## src/rtl/ave8_core.sv

```systemverilog
// ave8_core: 8-tap moving-average engine.
//
// Pops one unsigned 8-bit sample from the input FIFO and folds it into a
// running sum over the last 8 samples. It then pushes the truncated average
// (sum / 8) to the result FIFO with a single-cycle write strobe.
//
// Parameters:
//   SKIP_FILL     1 = no results until 8 samples have arrived since reset,
//                 0 = a result for every sample (history starts zero-filled)
//
// Ports:
//   clk           clock, all state changes on the rising edge
//   rst           synchronous active-low reset
//   in0           head of the input FIFO, valid while in0_empty = 0
//   in0_empty     1 = input FIFO has no sample
//   in0_rd        read-increment request (FIFO pops on the edge it is 1)
//   ave8_ret      registered average, held between strobes
//   ave8_ret_we   write-increment strobe for ave8_ret
//   ave8_ret_full 1 = result FIFO cannot accept a value

module ave8_core #(
  parameter int SKIP_FILL = 0
) (
  input  logic       clk,
  input  logic       rst,
  input  logic [7:0] in0,
  input  logic       in0_empty,
  output logic       in0_rd,
  output logic [7:0] ave8_ret,
  output logic       ave8_ret_we,
  input  logic       ave8_ret_full
);

  typedef enum logic [1:0] {
    S_RD  = 2'd0,
    S_ACC = 2'd1,
    S_WR  = 2'd2
  } state_t;

  state_t      state_reg, state_next;
  logic [7:0]  hist_reg [8];
  logic [10:0] sum_reg, sum_next;
  logic [2:0]  ptr_reg;
  logic [3:0]  fill_cnt_reg, fill_cnt_next;
  logic [7:0]  smp_reg;
  logic [7:0]  ave8_ret_reg;

  // The oldest sample sits at hist_reg[ptr_reg]; swapping it for the new one
  // keeps sum_reg equal to the sum of the last 8 samples. The true result is
  // never negative and fits in 11 bits, so modulo-2^11 arithmetic is exact.
  assign sum_next      = sum_reg + {3'b000, smp_reg} - {3'b000, hist_reg[ptr_reg]};
  assign fill_cnt_next = (fill_cnt_reg == 4'd8) ? 4'd8 : fill_cnt_reg + 4'd1;

  // Strobes are gated by rst so that no FIFO pops or pushes happen while the
  // core is being reset and the outputs are quiet in the reset state.
  always_comb begin
    state_next  = state_reg;
    in0_rd      = 1'b0;
    ave8_ret_we = 1'b0;
    case (state_reg)
      S_RD: begin
        in0_rd = rst & ~in0_empty;
        if (!in0_empty) begin
          state_next = S_ACC;
        end
      end
      S_ACC: begin
        if (SKIP_FILL != 0 && fill_cnt_next < 4'd8) begin
          state_next = S_RD;
        end else begin
          state_next = S_WR;
        end
      end
      S_WR: begin
        ave8_ret_we = rst & ~ave8_ret_full;
        if (!ave8_ret_full) begin
          state_next = S_RD;
        end
      end
      default: begin
        state_next = S_RD;
      end
    endcase
  end

  always_ff @(posedge clk) begin
    if (!rst) begin
      state_reg    <= S_RD;
      sum_reg      <= '0;
      ptr_reg      <= '0;
      fill_cnt_reg <= '0;
      smp_reg      <= '0;
      ave8_ret_reg <= '0;
    end else begin
      state_reg <= state_next;
      if (in0_rd) begin
        smp_reg <= in0;
      end
      if (state_reg == S_ACC) begin
        sum_reg      <= sum_next;
        ptr_reg      <= ptr_reg + 3'd1;
        fill_cnt_reg <= fill_cnt_next;
        ave8_ret_reg <= sum_next[10:3];
      end
    end
  end

  // One register per history slot; only the slot under the pointer is
  // overwritten during accumulation.
  genvar gi;
  generate
    for (gi = 0; gi < 8; gi++) begin : g_hist
      always_ff @(posedge clk) begin
        if (!rst) begin
          hist_reg[gi] <= '0;
        end else if (state_reg == S_ACC && ptr_reg == 3'(gi)) begin
          hist_reg[gi] <= smp_reg;
        end
      end
    end
  endgenerate

  assign ave8_ret = ave8_ret_reg;

endmodule

```

## config.mk

```make
export PLATFORM = sky130hd
export DESIGN_NAME = ave8_core
export DESIGN_NICKNAME = d
export VERILOG_FILES = /design/src/rtl/ave8_core.sv
export SDC_FILE = /design/constraint.sdc
export NUM_CORES = 1
export LEC_CHECK = 0
export ABC_AREA = 1
export ABC_CLOCK_PERIOD_IN_PS = 4100
export CAP_MARGIN = 15
export CORE_MARGIN = 10
export CORE_UTILIZATION = 50
export CTS_CLUSTER_DIAMETER = 80
export DETAILED_ROUTE_END_ITERATION = 6
export MAX_ROUTING_LAYER = met4
export PLACE_DENSITY_LB_ADDON = 0.2
export SKIP_CTS_REPAIR_TIMING = 1
export SLEW_MARGIN = 20
export SYNTH_ARGS = -nofsm -noshare
export SYNTH_HDL_FRONTEND = slang
export SYNTH_SLANG_ARGS = --single-unit
```

## constraint.sdc

```tcl
create_clock -name clk -period 4.1 [get_ports clk]
set_input_delay 1.23 -clock clk [delete_from_list [all_inputs] [get_ports clk]]
set_output_delay 1.23 -clock clk [all_outputs]
set_load 0.1 [all_outputs]
```

==> out/metrics.yaml <==
placed_design:
  port_buffers: 21
  hpwl_mm: 7.385
  gp_congestion: 0.8657
  pre_cts_ws_ns: 0.4455
hold_path:
  hold_depth: 2
  hold_start: "smp_reg[5]"
  holdPathEnd: "smp_reg[5]"
  hold_path_class: "flop to flop"
timing:
  tns_ns: 0
  hold_viol: 0
  relSlewSlack_pct: 34.86
  fmax_mhz: 273.3
  clock_skew_ns: 0.01441
  period_share_pct: 89.25
  whs_ns: 0.5108
  worst_slew_pin_slew_ns: 0.9741
  maxSlewViolCount: 0
  setup_viol: 0
  finalCriticalPeriod_ns: 3.659
  finalWorstSetupSlack_ns: 0.4409
  rsz0062_at_grt: "false"
routing:
  vias_per_cell: 5.180
  route.detailed.drc: 0
  wl_per_cell_um: 15.47
  vias: 3517
  drtPass1Iterations: 4
  finalWirelength_mm: 10.51
  ant_nets: 0
  drtIter0Drc: 191
layout:
  nets: 582
  regArea_um2: 2462
  final_core_util_pct: 56.64
  largest_reg_flops: 64
  layout-drive-gt1-share_pct: 6.909
  multi_input_area_um2: 1884
  num-fill-cells: 843
  areaGrowthSynthToFinish_pct: 10.60
  diodes: 0
global_route:
  track_usage_pct: 17.19
  grt_pass1_wl_mm: 17.48
  grt_max_degree: 33
  antenna_found_initial: 0
  grt_pass1_vias: 3493
  grt_remaining_overflow: 0
status:
  status: "complete, no violations"
critical_path:
  worst_ep_arrival_time_ns: 2.43
  path_buf_inv: 3
  cp-start-kind: "input pin"
  r2r-end: "sum_reg[7]"
  cpPeakStageDelay_ns: 0.57
  cp-end-kind: "output pin"
  crit_family: "buffers and inverters"
  critPathKind: "input pin to output pin"
  r2r_slack_ns: 0.91
  cp.required_ns: 2.87
  cp_slowest_cell: "clkdlybuf4s50_1"
  worstPathMaxFanout: 6
  reg2reg_depth: 15
  path_cells: "clkdlybuf4s50_1, inv_2, nor4_4, buf_12"
power:
  p_switching_mw: 0.7545
  power.leakage_nw: 2.130
  powerDensity_nw_per_um2: 441.1
  clkPwrFrac_pct: 27.9
  swShare_pct: 32.69
  ir_drop_mv: 0.2354
  p_int_mw: 1.554
  p_seq_share_pct: 45.7
  p_comb_share_pct: 26.4
clock_network:
  cts_tree: "done"
  htreeDepth: 3
  clkTransAtPathRegs_ns: 0.08
  clockRootBuffer: "clkbuf_8"
  cts_buffers: 9
  clock_latency_ns: 0.36
  cts_buffer_depth: 2
  cts.sinks: 91
synthesis:
  yosysUniqueCellTypes: 29
  yosysSeqAreaShare_pct: 52.04
  ys_ff_latch: 91
  synth.most_common_cell: "nor2_1"
  synth_edf_count: 64
  synth_area_leaders: "edfxtp_1, dfxtp_1, nor2_1"
  synth_common_cells: "nor2_1, nand2_1, edfxtp_1"
  synth_cells: 533
  yosysTopAreaCell: "edfxtp_1"
  synth_ff_type: "edfxtp_1"
  synth_area_per_cell_um2: 8.878
  ys.warnings.count: 0
  synth_top_area_share_pct: 40.61
  async_reset_ff_share_pct: 0
  syn_area_um2: 4732
  synthesis.nets: 570
floorplanning:
  fp-row-count: 35
  start_util_pct: 51.21
  dieArea_um2: 13760
  die_x_um: 117.3
  coreArea_um2: 9240
  die_h_um: 117.3
  io_pins: 22
run:
  maxCapViolCount: 0
-- worst reg2reg max path, cell delays in order, from the launching register on --
cell     delay [ns]
dfxtp_1        0.32
inv_1          0.38
buf_4          0.32
nor2_1         0.06
o32ai_1        0.21
nand2_1        0.08
nand2_1        0.12
fa_1           0.43
inv_1          0.08
ha_1           0.28
a21oi_1        0.32
nor2_1         0.08
nor2_1         0.13
a21oi_1        0.08
o21ai_0        0.16
inv_1          0.05
-- routing by layer --
| layer | vias to the layer above | track usage, % | routed length [um] |
|---|---|---|---|
| met5 | - | - | 0 |
| met4 | 0 | 6.755 | 286 |
| met3 | 17 | 3.415 | 605 |
| met2 | 101 | 27.29 | 4974 |
| met1 | 1635 | 21.22 | 4640 |
| li1 | 1764 | - | - |
-- power by group through the flow --
stage,clock network [mW],logic [mW],registers [mW]
after global placement,0,0.599,1.08
after global routing,0.699,0.699,1.06
after detailed placement,0,0.606,1.08
after CTS,0.656,0.612,1.06
final,0.645,0.609,1.06
after floorplan,0,0.481,1.07
-- worst max-delay path by stage --
stage,startpoint,to,slack (ns),depth (start not counted)
4_1_cts,rst,in0_rd,0.44,4
3_3_place_gp,rst,in0_rd,0.45,4
6_report,rst,in0_rd,0.44,4
2_1_floorplan,rst,ave8_ret_we,0.37,4
3_5_place_dp,rst,in0_rd,0.45,4
5_1_grt,rst,in0_rd,0.43,4
-- cell families after synthesis --
family	share of synthesized area [%]
and+or+nand+nor	22.16
DFF	52.04
xor gates and xnor gates	0.7405
buffers and inverters	8.197
AOI/OAI and AO/OA	8.990
adders and majority gates	7.879
-- layout by cell type (no fill, tap or decap), drive strengths merged --
cell / instances
xor2: 2
xnor2: 2
nor4: 2
nand2: 88
nor3: 6
a21oi: 20
bufinv: 1
dfxtp: 27
ha: 17
nand3: 19
clkdlybuf4s50: 19
edfxtp: 64
clkinv: 6
nand4: 2
clkbuf: 12
or2: 6
inv: 61
buf: 8
nor2: 128
fa: 8
o21ai: 34
a21o: 2
o32ai: 16
-- per-stage QoR --
step	instance area [um^2]	instances	power [mW]
final	5234	679	2.309
after global routing	5234	679	2.459
after CTS	5234	679	2.323
after detailed placement	5024	663	1.683
after global placement	5024	663	1.674
after floorplan	4735	533	1.548
-- layout make-up --
class	count	share of cell area, %
inverters	64	4.590
repair buffers	27	5.259
clock inverters	4	1.028
well taps	129	3.084
flip-flops and latches	91	47.05
clock buffers	12	2.988
multi-input cells	352	36.00
(Power assumes the default switching activity.)
